$ cat src/rtl/regfile_pkg.sv
// Shared constants and helpers for the parameterised register file.
// Latency: none (package only).
// Backpressure: none.
package regfile_pkg;

  localparam int DATA_W_DEF   = 16;
  localparam int NUM_REGS_DEF = 8;

  localparam int WP_A = 0;
  localparam int WP_B = 1;

  // Address width for n entries; never below 1 so a single-register file still has a port.
  function automatic int clog2(input int n);
    int r;
    r = 0;
    for (int i = 0; i < 31; i++) begin
      if ((1 << i) < n) r = i + 1;
    end
    return (r < 1) ? 1 : r;
  endfunction

endpackage

$ cat src/rtl/regfile_read_port.sv
// One combinational read port: range check, hardwired zero, write bypass, busy qualification.
// Latency: zero (pure combinational).
// Backpressure: none; rd_busy tells decode to stall.
module regfile_read_port
  import regfile_pkg::*;
#(
  parameter int DATA_W   = DATA_W_DEF,
  parameter int NUM_REGS = NUM_REGS_DEF,
  parameter int ADDR_W   = 3,
  parameter int BYPASS   = 1,
  parameter int ZERO_REG = 0,
  localparam int DEPTH   = 1 << ADDR_W
) (
  input  logic [ADDR_W-1:0] addr,
  input  logic [DATA_W-1:0] stored,
  input  logic              wr_ok_a,
  input  logic [ADDR_W-1:0] wa_a,
  input  logic [DATA_W-1:0] wd_a,
  input  logic              wr_ok_b,
  input  logic [ADDR_W-1:0] wa_b,
  input  logic [DATA_W-1:0] wd_b,
  input  logic [DEPTH-1:0]  busy_vec,
  output logic [DATA_W-1:0] rd_data,
  output logic              rd_busy
);

  localparam logic [ADDR_W:0] NREG = (ADDR_W + 1)'(NUM_REGS);

  logic addr_ok;
  logic hit_a;
  logic hit_b;

  assign addr_ok = ({1'b0, addr} < NREG) && !((ZERO_REG != 0) && (addr == '0));
  assign hit_a   = (BYPASS != 0) && wr_ok_a && (wa_a == addr);
  assign hit_b   = (BYPASS != 0) && wr_ok_b && (wa_b == addr);

  always_comb begin
    rd_data = '0;
    if (addr_ok) begin
      if (hit_a)      rd_data = wd_a;
      else if (hit_b) rd_data = wd_b;
      else            rd_data = stored;
    end
  end

  // A write landing this cycle satisfies the pending producer when it is forwarded.
  assign rd_busy = addr_ok && busy_vec[addr] && !(hit_a || hit_b);

endmodule

$ cat src/rtl/param_regfile.sv
// Two-write, NUM_RD-read register file with bypass, optional zero R0 and busy scoreboard.
// Latency: reads zero-cycle; writes and scoreboard commit on the rising edge.
// Backpressure: none; rd_busy/busy flag pending producers so decode can stall.
module param_regfile
  import regfile_pkg::*;
#(
  parameter int DATA_W   = DATA_W_DEF,
  parameter int NUM_REGS = NUM_REGS_DEF,
  parameter int NUM_RD   = 2,
  parameter int BYPASS   = 1,
  parameter int ZERO_REG = 0,
  localparam int ADDR_W  = clog2(NUM_REGS)
) (
  input  logic                     clk,
  input  logic                     rst,
  input  logic                     we_a,
  input  logic [ADDR_W-1:0]        wa_a,
  input  logic [DATA_W-1:0]        wd_a,
  input  logic                     we_b,
  input  logic [ADDR_W-1:0]        wa_b,
  input  logic [DATA_W-1:0]        wd_b,
  input  logic [NUM_RD*ADDR_W-1:0] rd_addr,
  output logic [NUM_RD*DATA_W-1:0] rd_data,
  output logic [NUM_RD-1:0]        rd_busy,
  input  logic                     sb_set,
  input  logic [ADDR_W-1:0]        sb_addr,
  output logic [NUM_REGS-1:0]      busy,
  output logic                     collision_err
);

  localparam int DEPTH = 1 << ADDR_W;
  localparam logic [ADDR_W:0] NREG = (ADDR_W + 1)'(NUM_REGS);

  // Storage is padded to a power of two so any address indexes safely; the pad never gets written.
  logic [DATA_W-1:0]   regs [DEPTH];
  logic [NUM_REGS-1:0] busy_q;
  logic [DEPTH-1:0]    busy_pad;
  logic                collision_q;

  logic              wr_ok [2];
  logic [ADDR_W-1:0] wr_adr [2];
  logic [DATA_W-1:0] wr_dat [2];
  logic              set_ok;

  function automatic logic addr_legal(input logic [ADDR_W-1:0] a);
    return ({1'b0, a} < NREG) && !((ZERO_REG != 0) && (a == '0));
  endfunction

  assign wr_adr[WP_A] = wa_a;
  assign wr_adr[WP_B] = wa_b;
  assign wr_dat[WP_A] = wd_a;
  assign wr_dat[WP_B] = wd_b;
  assign wr_ok[WP_A]  = we_a && addr_legal(wa_a);
  assign wr_ok[WP_B]  = we_b && addr_legal(wa_b);
  assign set_ok       = sb_set && addr_legal(sb_addr);

  always_ff @(posedge clk or posedge rst) begin
    if (rst) begin
      for (int r = 0; r < DEPTH; r++) regs[r] <= '0;
      busy_q      <= '0;
      collision_q <= 1'b0;
    end else begin
      for (int r = 0; r < NUM_REGS; r++) begin
        if (wr_ok[WP_A] && (wr_adr[WP_A] == ADDR_W'(r)))      regs[r] <= wr_dat[WP_A];
        else if (wr_ok[WP_B] && (wr_adr[WP_B] == ADDR_W'(r))) regs[r] <= wr_dat[WP_B];

        // A fresh issue outranks a retiring write: the new producer is still outstanding.
        if (set_ok && (sb_addr == ADDR_W'(r)))
          busy_q[r] <= 1'b1;
        else if ((wr_ok[WP_A] && (wr_adr[WP_A] == ADDR_W'(r))) ||
                 (wr_ok[WP_B] && (wr_adr[WP_B] == ADDR_W'(r))))
          busy_q[r] <= 1'b0;
      end
      collision_q <= wr_ok[WP_A] && wr_ok[WP_B] && (wr_adr[WP_A] == wr_adr[WP_B]);
    end
  end

  always_comb begin
    busy_pad = '0;
    busy_pad[NUM_REGS-1:0] = busy_q;
  end

  assign busy          = busy_q;
  assign collision_err = collision_q;

  for (genvar i = 0; i < NUM_RD; i++) begin : g_rd
    regfile_read_port #(
      .DATA_W   (DATA_W),
      .NUM_REGS (NUM_REGS),
      .ADDR_W   (ADDR_W),
      .BYPASS   (BYPASS),
      .ZERO_REG (ZERO_REG)
    ) u_port (
      .addr     (rd_addr[i*ADDR_W +: ADDR_W]),
      .stored   (regs[rd_addr[i*ADDR_W +: ADDR_W]]),
      .wr_ok_a  (wr_ok[WP_A]),
      .wa_a     (wa_a),
      .wd_a     (wd_a),
      .wr_ok_b  (wr_ok[WP_B]),
      .wa_b     (wa_b),
      .wd_b     (wd_b),
      .busy_vec (busy_pad),
      .rd_data  (rd_data[i*DATA_W +: DATA_W]),
      .rd_busy  (rd_busy[i])
    );
  end

endmodule

$ cat config.mk
export PLATFORM = sky130hd
export DESIGN_NAME = param_regfile
export DESIGN_NICKNAME = d
export VERILOG_FILES = /design/src/rtl/regfile_pkg.sv /design/src/rtl/regfile_read_port.sv /design/src/rtl/param_regfile.sv
export SDC_FILE = /design/constraint.sdc
export NUM_CORES = 1
export LEC_CHECK = 0
export ABC_AREA = 1
export CAP_MARGIN = 15
export CELL_PAD_IN_SITES_DETAIL_PLACEMENT = 1
export CELL_PAD_IN_SITES_GLOBAL_PLACEMENT = 2
export CORE_UTILIZATION = 39
export DETAILED_ROUTE_END_ITERATION = 10
export DONT_BUFFER_PORTS = 1
export GPL_ROUTABILITY_DRIVEN = 1
export PLACE_DENSITY_LB_ADDON = 0.1
export SLEW_MARGIN = 10
export SYNTH_ARGS = -nofsm -noshare
export SYNTH_HDL_FRONTEND = slang
export SYNTH_SLANG_ARGS = --single-unit
$ cat constraint.sdc
create_clock -name clk -period 5.8 [get_ports clk]
set_input_delay 0.29 -clock clk [delete_from_list [all_inputs] [get_ports clk]]
set_output_delay 0.29 -clock clk [all_outputs]
set_load 0.02 [all_outputs]
==> Yosys cells after proc, flatten, opt, wreduce, memory -nomap -nowiden <==
Index checks and enable logic that the tools add are counted.
{ "totals": {"reg_bits": 137, "in_bits": 52, "out_inout_bits": 43, "wordCells": 158} }
{ "op_classes": {"magnitude_cmp": 4, "eq_ne": 26, "mux": 46, "n_bitwise": 2, "reduce_logical": 63} }
{ "ops": {"columns": ["cell", "count"], "rows": [
  ["16-bit 2-to-1 mux", 24],
  ["16-bit binary-select mux with 3-bit select", 2],
  ["3-bit equality test, second input constant", 12],
  ["1-bit logical AND", 32],
  ["2-bit nonzero test", 16],
  ["3-bit by 2-bit equality test with 1-bit output, second input constant", 6],
  ["1-bit 2-to-1 mux", 18],
  ["3-bit equality test", 5],
  ["1-bit logical OR", 10],
  ["3-bit by 1-bit equality test with 1-bit output, second input constant", 3],
  ["3-bit zero test", 3],
  ["4-bit greater-or-equal comparator, second input constant", 2],
  ["3-bit by 4-bit less-than comparator with 1-bit output, second input constant", 2],
  ["3-bit NOT with 4-bit output", 2],
  ["1-bit binary-select mux with 3-bit select", 2],
  ["1-bit zero test", 2]
]} }

==> Logic depth before layout (Yosys ltp) <==
Gate-level depths: netlist of the first run.
{ "depth": {"word_depth": 6, "ltp_mapped": 10, "depth_no_buf": 9} }

==> Hierarchy <==
Synthesis of the first run repeated with hierarchy kept, for this count alone.
{ "unflattened": {"cells_unflattened": 1974, "hier_area_um2": 11218.3} }
{ "modules_own_cells": {"columns": ["mod", "instances", "cells_per_inst", "area_per_inst_um2"], "rows": [
  ["param_regfile", 1, 1650, 9646.8],
  ["regfile_read_port", 2, 162, 785.8]
]} }

==> Least setup slack after synthesis of the first run <==
OpenSTA, ideal clock, no wires.
{ "synth_timing": {"path_type": "input port to output port", "from": "in rd_addr[1]", "to": "out rd_data[11]", "arrival_ps": 1446, "t_required_ps": 5510, "path_slack_ps": 4064, "path_stages": 9, "n_path_buf": 2, "path_cell_list": "buf_2 > inv_1 > nand2_1 > nand2_1 > nor2_1 > nand2_1 > clkbuf_1 > nor2_1 > a21oi_1"} }
{ "synth_via": {"elab_chain_len": 6, "elab_cells_between_ends": 10, "classes_between": "eq/ne: 2; mux: 5; bitwise: 1; reduce/logical: 2"} }
{ "synth_rtl": {"columns": ["element", "line", "text"], "rows": [
  ["start: declaration", "param_regfile.sv:22", "input logic [NUM_RD*ADDR_W-1:0] rd_addr,"],
  ["3-bit NOT with 4-bit output (not written as such)", "param_regfile.sv:95", ".stored (regs[rd_addr[i*ADDR_W +: ADDR_W]]),"],
  ["16-bit binary-select mux with 3-bit select", "param_regfile.sv:95", null],
  ["16-bit 2-to-1 mux (not written as such) (2 in a row)", "param_regfile.sv:95", null],
  ["16-bit 2-to-1 mux", "regfile_read_port.sv:41", "else if (hit_b) rd_data = wd_b;"],
  ["16-bit 2-to-1 mux *", "regfile_read_port.sv:40", "if (hit_a) rd_data = wd_a;"],
  ["end: declaration", "param_regfile.sv:23", "output logic [NUM_RD*DATA_W-1:0] rd_data,"]
]} }
Mark *: on every way between the ends. The rest lies on a longest branch, timed or not. The select of a mux whose other input is x is not followed.

==> Final worst setup path of the first run <==
{ "layout_timing": {"from": "in rd_addr[2]", "to": "out rd_data[7]"} }
Same word-level chain as after synthesis.

==> flow_metrics.tcl, run 1 <==
set metrics [dict create \
    irDropWorstVdd_mv 0.162 \
    die_y_um 160 \
    cts_sinks 137 \
    wl_met2_um 20900 \
    power.leakage_nw 4.89 \
    critPathSlowestCell "clkinv_1" \
    ioPinCount 95 \
    path_max_fanout 21 \
    p_per_area_nw_per_um2 313 \
    startpoint_type "input port" \
    yosys.area.top_type "dfrtp_1" \
    design_area_um2 10300 \
    yosysWarnings 0 \
    drt-initial-drc-count 962 \
    cp_cell_sequence "clkinv_1 > nand2_1 > nand2_2 > nand2_4 > nand2_1 > inv_2 > nand3_1 > nand2_1" \
    synth_common_cells "nand2_1, o21ai_0, nand3_1" \
    synth_area_um2 9770 \
    core_area_um2 24500 \
    vias 10600 \
    setup_tns_ps 0 \
    viasPerCell 6.14 \
    status "completed" \
    wl_per_cell_um 26.0 \
    synthesis.nets 1530 \
    area_growth_pct 5.92 \
    slew-limit-headroom_pct 21.8 \
    synth_cell_types 31 \
    finClkSkew_ps 0 \
    cts_buffers 17 \
    h-tree-depth 4 \
    cts.path.max_buffers 2 \
    grt_max_degree 111 \
    die_area_um2 25700 \
    path_delay_family "simple AND/OR/NAND/NOR gates" \
    cts-root-buf "clkbuf_16" \
    path_class "input port to output port" \
    post_dp_cell_area_um2 9720 \
    grt_pass1_vias 10600 \
    grt_pass1_wl_um 68500 \
    required_ps 5510 \
    path_clk_slew_ps 70 \
    synth_area_per_cell_um2 6.61 \
    period_minus_slack_ps 2690 \
    maxCapViolations 0 \
    rows 57 \
    drive_gt1_share_pct 5.18 \
    finalSetupViolCount 0 \
    post_cts_buffers 0 \
    initial_core_util_pct 39.9 \
    cp_common_cell "nand2_1" \
    cp.arrival_ps 2400 \
    m1WireLength_um 19400 \
    insertion_delay_ps 430 \
    critical_path.endpoint_type "output port" \
    syn_inst 1478 \
    grt_usage_pct 35.8 \
    slew_violations 0 \
    ys_ff_latch 137 \
    synth_edf_count 0 \
    routed_wl_um 45100 \
    min_path_type "input port to flip-flop" \
    synthTopCellsByArea "dfrtp_1, o21ai_0, nand3_1, nand2_1, inv_1" \
    rsz0062_at_grt "false" \
    hold_viol 0 \
    power_w 0.00324 \
    worstSetupStartpoint "rd_addr[2]" \
    grt_overflow_total 0 \
    synth-main-ff-cell "dfrtp_1" \
    antennaDiodeCount 0 \
    hpwl_um 29300 \
    min_period_over_period_pct 46.4 \
    timing.fmax_mhz 372 \
    critical_path_buf_inv_count 2 \
    yosysMostFrequentCell "nand2_1" \
    drc 0 \
    postRouteAntennaNets 0 \
    drt_first_pass_iters 8 \
    antenna_found_initial 0 \
    wl_met3_um 3630 \
    place.gp.congestion 0.889 \
    reg2reg_from "busy[5]$_DFFE_PP0P_" \
    top_layer "met4" \
    min_from "wd_a[4]" \
    max_stage_delay_ps 620 \
    die_w_um 160 \
    synth_top_area_share_pct 35.1 \
    numPortBuffers 0 \
    finalNetCount 1449 \
    cts_tree "built" \
    seq_area_frac_synth_pct 35.1 \
    async_flop_share_pct 100 \
    worst_slew_pin_slew_ps 1170 \
]
-- path summary, 6_finish.rpt --
| path | to | slack [ps] | depth (start not counted) |
|---|---|---|---|
| max | rd_data[7] | 3110 | 8 |
| min | regs[116]$_DFFE_PP0P_ | 10 | 2 |
| max reg2reg | busy[5]$_DFFE_PP0P_ | 4870 | 2 |
| min reg2reg | regs[89]$_DFFE_PP0P_ | 530 | 2 |
| max in group asynchronous | regs[50]$_DFFE_PP0P_ | 4060 | 3 |
| min in group asynchronous | regs[127]$_DFFE_PP0P_ | 510 | 2 |
-- repair_timing --
action / CTS / global route
gates resized for setup: 0 / 0
hold buffers: 4 / 0
endpoints found under the hold margin: 94 / 0
-- area by class of cell --
class	instances	area (um2)
tap	324	405
sequential	137	3430
fill	3208	14100
clock buffer	19	453
multi-input combinational	1040	5090
timing repair buffer	17	138
inverter	184	696
clock inverter	13	130
-- cells in the final DEF (no fill, tap or decap), types with 3 or more instances in the layout --
cell / count
nor2_2: 4
nand2_2: 5
inv_2: 10
o221ai_1: 21
nand2_1: 257
dlygate4sd3_1: 4
a32o_1: 3
nand3_1: 203
o21ai_0: 219
dfrtp_1: 137
nor2_1: 119
o211ai_1: 45
o21a_1: 4
buf_4: 13
clkbuf_16: 17
inv_6: 9
o22ai_1: 49
inv_1: 172
nor2_4: 3
a21oi_1: 97
-- report_power, final --
part / switching (W) / internal (W) / leakage [nW]
clock: 0.000501 / 0.000626 / 0.287
sequential: 0.000112 / 0.00116 / 1.66
combinational: 0.000584 / 0.000263 / 2.94
total: 0.00120 / 0.00204 / 4.89
-- cells by family after synthesis --
logic type / count (synthesis) / synth area share [%]
compound gates: 445 / 26.0
xor+xnor: 2 / 0.179
flops: 137 / 35.1
buf+inv: 301 / 12.7
simple gates: 593 / 26.0
-- metal layers --
layer  global-route usage [%]  vias up
met1                     47.1     5369
met3                     9.12       79
met5                        0        -
li1                         -     4823
met4                     11.0        0
met2                     57.4      369
-- worst register-to-register path: cells and delay by family (launching register included) --
family | cells | cell delay (ps)
AO/OA/AOI/OAI | 1 | 210
buffers and inverters | 1 | 120
flip-flops | 1 | 500
-- registers in the layout, summed over array words and instances (netlist names) --
name / count
regs: 128
collision_err: 1
busy: 8
-- metrics by stage --
stage               hold slack [ps]  instances  setup WS (ps)  util [%]
finish                         13.6       1734           3110      42.3
global route                   11.4       1734           3110      42.3
CTS                            4.57       1734           3170      42.3
detailed placement              407       1698           3190      39.7
global placement                405       1698           3320      39.7
floorplan                       402       1478           1840         -
(Power assumes the default switching activity.)
==> run 2, diff against run 1 <==
--- a/config.mk
+++ b/config.mk
@@ -5,7 +5,7 @@
 export SDC_FILE = /design/constraint.sdc
 export NUM_CORES = 1
 export LEC_CHECK = 0
-export ABC_AREA = 1
+export ABC_AREA = 0
 export CAP_MARGIN = 15
 export CELL_PAD_IN_SITES_DETAIL_PLACEMENT = 1
 export CELL_PAD_IN_SITES_GLOBAL_PLACEMENT = 2
==> constraint.sdc (replaced) <==
create_clock -name clk -period 2.3 [get_ports clk]
set_input_delay 0.115 -clock clk [delete_from_list [all_inputs] [get_ports clk]]
set_output_delay 0.115 -clock clk [all_outputs]
set_load 0.02 [all_outputs]
==> run 2 against run 1 <==
Net effect: sequential power increased to 2.7 times the previous value; highest routed layer unchanged; via count decreased by 30%; global-route usage decreased by 8.7 points; setup slack got worse by 3000 ps; wire length decreased by 26%; total power increased to 2.6 times the previous value; worst hold slack improved by 6.7 ps; first-iteration DRC count decreased by 52%; largest power group unchanged; sequential share of layout area decreased by 1.8 points; non-clock buffer count increased by 92; flip-flop and latch count unchanged; register-to-register slack got worse by 4000 ps.
==> flow_metrics.tcl, run 2 <==
set metrics [dict create \
    status "completed" \
    hpwl_um 19300 \
    synth_common_cells "mux2i_1, dfrtp_1, nand2_1" \
    startpoint_type "flip-flop" \
    power.leakage_nw 4.80 \
    viasPerCell 6.00 \
    synth_top_area_share_pct 35.6 \
    cts_tree "built" \
    required_ps 2180 \
    largest_reg_flops 128 \
    initial_core_util_pct 39.7 \
    async_flop_share_pct 100 \
    drt-initial-drc-count 461 \
    postLayoutCoreUtil_pct 45.2 \
    drive_gt1_share_pct 17.4 \
    die_w_um 159 \
    routed_wl_um 33500 \
    antenna_found_initial 0 \
    grt_usage_pct 27.0 \
    postRouteAntennaNets 0 \
    fillCellCount 2653 \
    synth-main-ff-cell "dfrtp_1" \
    grt_max_degree 76 \
    seq_area_frac_synth_pct 35.6 \
    synthesis.nets 951 \
    synth_cell_types 36 \
    yosys.area.top_type "dfrtp_1" \
    final_common_cell "mux2i_1" \
    core_area_um2 24200 \
    drt_first_pass_iters 4 \
    wl_per_cell_um 26.8 \
    synth_edf_count 0 \
    post_cts_resized 0 \
    die_area_um2 25300 \
    grt_pass1_wl_um 51100 \
    rsz0062_at_grt "false" \
    multiInputGateArea_um2 5520 \
    min_period_over_period_pct 95.3 \
    yosysMostFrequentCell "mux2i_1" \
    setup_tns_ps 0 \
    path_max_fanout 3 \
    h-tree-depth 4 \
    worst_slew_pin_slew_ps 655 \
    cts_buffers 17 \
    finalNetCount 965 \
    layout_common_cells "mux2i_1, dfrtp_1, nand2_1" \
    ff2ff_setup_slack_ps 920 \
    period_minus_slack_ps 2190 \
    ioPinCount 95 \
    insertion_delay_ps 430 \
    p_per_area_nw_per_um2 783 \
    grt_pass1_vias 8034 \
    cp.arrival_ps 2080 \
    die_y_um 159 \
    largest-register "regs" \
    synth_area_um2 9630 \
    synthTopCellsByArea "dfrtp_1, mux2i_1, mux4_2, mux4_1, o21ai_0" \
    vias 7492 \
    cts.path.max_buffers 2 \
    synth_area_per_cell_um2 10.7 \
    critical_path.endpoint_type "output port" \
    regArea_um2 3430 \
    hold_viol 0 \
    numPortBuffers 0 \
    path_class "flip-flop to output port" \
    antennaDiodeCount 0 \
    irDropWorstVdd_mv 0.399 \
    maxCapViolations 0 \
    grt_overflow_total 0 \
    rows 57 \
    slew_violations 0 \
    finalSetupViolCount 0 \
    syn_inst 899 \
    ys_ff_latch 137 \
    area_growth_pct 13.7 \
    yosysWarnings 0 \
    timing.fmax_mhz 456 \
    path_clk_slew_ps 70 \
    finClkSkew_ps 0 \
    min_path_type "input port to flip-flop" \
    drc 0 \
    cts-root-buf "clkbuf_16" \
    cts_sinks 137 \
    slew-limit-headroom_pct 56.4 \
    place.gp.congestion 0.781 \
]
run 2: stage by stage:
step                power [W]  area (um2)  hold slack, ps  worst slack (ps)  std cells
floorplan             0.00521        9630             212               478        899
global placement      0.00555        9800            -119               604       1159
detailed placement    0.00570        9800            -119               553       1159
CTS                   0.00862       11000            13.5              93.0       1249
global route          0.00898       11000            36.1              36.3       1249
finish                0.00857       11000            20.3               109       1249
run 2: critical path: stages (launching register included):
cell	delay, ps
dfrtp_1	410
mux4_1	490
mux2_2	280
mux2i_1	180
o21ai_1	110
buf_4	180
run 2: layer usage:
metal  GRT usage, %  part of all wire [%]
met1           34.3                    43
met2           46.6                    50
met3           4.45                   4.3
met4           9.53                   2.7
met5              0                     0
run 2: final timing paths:
path | startpoint | end | cells past startpoint
max reg2reg | busy[4]$_DFFE_PP0P_ | busy[4]$_DFFE_PP0P_ | 3
max | regs[87]$_DFFE_PP0P_ | rd_data[7] | 5
max in group asynchronous | rst | regs[126]$_DFFE_PP0P_ | 3
min reg2reg | regs[120]$_DFFE_PP0P_ | regs[120]$_DFFE_PP0P_ | 2
min | wa_b[1] | regs[110]$_DFFE_PP0P_ | 3
min in group asynchronous | rst | regs[17]$_DFFE_PP0P_ | 2
run 2: layout make-up:
| class | instances | area share [%] |
|---|---|---|
| clock inverters | 11 | 0.902 |
| well taps | 324 | 3.70 |
| multi-input cells | 647 | 50.4 |
| repair buffers | 109 | 9.39 |
| flip-flops and latches | 137 | 31.3 |
| inverters | 1 | 0.0685 |
| clock buffers | 20 | 4.26 |
run 2: timing repair:
item                      CTS  global route
hold buffers               59             0
hold endpoints to repair  274             0
buffers inserted            0             0
run 2: power breakdown:
part | internal [W] | switching, W | total, W | leakage, nW
Clock | 0.00156 | 0.00113 | 0.00270 | 0.274
Combinational | 0.00136 | 0.00113 | 0.00248 | 2.91
Sequential | 0.00293 | 0.000460 | 0.00339 | 1.62
Total | 0.00585 | 0.00272 | 0.00857 | 4.80
run 2: cells by family (layout without fill, tap and decap cells):
family / Yosys count / count (layout) / synth area share, %
buffers and inverters: 115 / 141 / 7.56
muxes: 262 / 262 / 37.6
DFF: 137 / 137 / 35.6
xor gates and xnor gates: 15 / 15 / 1.36
AOI/OAI and AO/OA: 169 / 169 / 8.85
and+or+nand+nor: 201 / 201 / 9.03
==> run 3, diff against run 2 <==
--- a/config.mk
+++ b/config.mk
@@ -9,7 +9,8 @@
 export CAP_MARGIN = 15
 export CELL_PAD_IN_SITES_DETAIL_PLACEMENT = 1
 export CELL_PAD_IN_SITES_GLOBAL_PLACEMENT = 2
-export CORE_UTILIZATION = 39
+export CORE_MARGIN = 10
+export CORE_UTILIZATION = 24
 export DETAILED_ROUTE_END_ITERATION = 10
 export DONT_BUFFER_PORTS = 1
 export GPL_ROUTABILITY_DRIVEN = 1
==> run 3 against run 2 <==
Net effect: worst hold slack better by 14 ps; global-route usage down 11 points; maximum frequency hardly changed; die area is 92% higher; clock power is 6% higher; total power increased by 3.0%; count of clock-buffer cells in the layout is 1 higher; flip-flop and latch count stayed put; design area increased by 2.9%; sequential share of layout area shrank 0.89 points; critical path depth unchanged; combinational power is 4% higher.
==> flow_metrics.tcl, run 3 (same netlist as run 2, synthesis figures left out) <==
set metrics [dict create \
    cp_num_cells 5 \
    worst_slew_pin_slew_ps 590 \
    core_area_um2 39700 \
    viasPerCell 5.06 \
    postRouteAntennaNets 0 \
    worstSetupStartpoint "regs[69]$_DFFE_PP0P_" \
    rows 73 \
    power.leakage_nw 4.83 \
    largest-register "regs" \
    slew_violations 0 \
    critical_path.endpoint_type "output port" \
    final_common_cell "mux2i_1" \
    finalNetCount 975 \
    max_stage_delay_ps 510 \
    hpwl_um 23600 \
    drt-initial-drc-count 345 \
    drc 0 \
    wl_per_cell_um 26.5 \
    grt_max_degree 82 \
    insertion_delay_ps 440 \
    grt_pass1_vias 8108 \
    grt_usage_pct 16.3 \
    multiInputGateArea_um2 5530 \
    layout_common_cells "mux2i_1, dfrtp_1, nand2_1" \
    vias 7385 \
    numPortBuffers 0 \
    cts_sinks 137 \
    path_clk_slew_ps 60 \
    r2r-end "busy[4]$_DFFE_PP0P_" \
    fillCellCount 4398 \
    critPathSlowestCell "mux4_1" \
    setup_tns_ps 0 \
    path_max_fanout 3 \
    critical_path_buf_inv_count 1 \
    worstRegToRegCells 3 \
    die_y_um 220 \
    area_growth_pct 17.1 \
    ff2ff_setup_slack_ps 920 \
    cts_buffers 17 \
    required_ps 2180 \
    min_period_over_period_pct 95.3 \
    cts.path.max_buffers 2 \
    timing.fmax_mhz 456 \
    cp.arrival_ps 2080 \
    rsz0062_at_grt "false" \
    die_area_um2 48500 \
    period_minus_slack_ps 2190 \
    drive_gt1_share_pct 18.6 \
    maxCapViolations 0 \
    ioPinCount 95 \
    regArea_um2 3430 \
    grt_pass1_wl_um 57500 \
    antenna_found_initial 0 \
    die_w_um 220 \
    finClkSkew_ps 0 \
    cts_tree "built" \
    finalSetupViolCount 0 \
    post_dp_cell_area_um2 10100 \
    min_path_type "input port to flip-flop" \
    largest_reg_flops 128 \
    reg2reg_from "busy[4]$_DFFE_PP0P_" \
    drt_first_pass_iters 4 \
    place.gp.congestion 0.722 \
    post_cts_buffers 0 \
    p_per_area_nw_per_um2 783 \
    grt_overflow_total 0 \
    cp_cell_sequence "mux4_1 > mux2_2 > mux2i_2 > o21ai_1 > buf_4" \
    status "completed" \
    slew-limit-headroom_pct 60.7 \
    hold_viol 0 \
    routed_wl_um 38800 \
    initial_core_util_pct 24.2 \
    design_area_um2 11300 \
    irDropWorstVdd_mv 0.503 \
    h-tree-depth 4 \
    cts-root-buf "clkbuf_16" \
    path_delay_family "multiplexers" \
    crit_end "rd_data[5]" \
    path_class "flip-flop to output port" \
    antennaDiodeCount 0 \
    startpoint_type "flip-flop" \
]
[run 3: metal layers]
metal / GRT usage (%) / vias to the layer above / wire, um
met5: 0 / - / 0
met4: 4.45 / 0 / 685
met3: 2.84 / 33 / 1370
met2: 28.3 / 125 / 19700
met1: 20.3 / 3908 / 17000
li1: - / 3319 / -
[run 3: cell type report]
cell class	count	area share (%)
timing repair buffer	119	9.50
multi-input combinational	647	49.0
inverter	1	0.0666
tap	525	5.83
sequential	137	30.4
clock buffer	21	4.08
clock inverter	10	1.11
[run 3: where the power goes]
group          leakage [nW]  total (W)  switching [W]  internal [W]
combinational          2.91    0.00258        0.00118       0.00139
clock                 0.296    0.00286        0.00111       0.00174
sequential             1.62    0.00340       0.000462       0.00293
[run 3: how the worst min path moves through the flow]
stage / slack [ps] / endpoint / startpoint / cells past startpoint
after global routing: 50 / regs[94]$_DFFE_PP0P_ / we_a / 2
after global placement: 70 / regs[95]$_DFFE_PP0P_ / rst / 1
after CTS: 5 / regs[94]$_DFFE_PP0P_ / we_a / 2
final: 30 / regs[94]$_DFFE_PP0P_ / we_a / 2
after detailed placement: 80 / regs[95]$_DFFE_PP0P_ / rst / 1
after floorplan: 210 / busy[0]$_DFFE_PP0P_ / sb_addr[1] / 1
[run 3: repair_timing]
| action | CTS | global route |
|---|---|---|
| hold buffers | 61 | 0 |
| endpoints found under the hold margin | 157 | 0 |
| gates resized for setup | 0 | 6 |
| endpoints found under the setup margin | 0 | 4 |
[run 3: stage by stage]
stage	total power [W]	worst slack, ps	util [%]	std cells	hold slack [ps]
final	0.00883	108	28.4	1460	34.6
after global placement	0.00569	458	25.4	1368	69.7
after global routing	0.00935	2.98	28.4	1460	48.5
after CTS	0.00896	21.3	28.4	1460	5.17
after detailed placement	0.00581	511	25.4	1368	78.6
after floorplan	0.00521	478	-	899	212
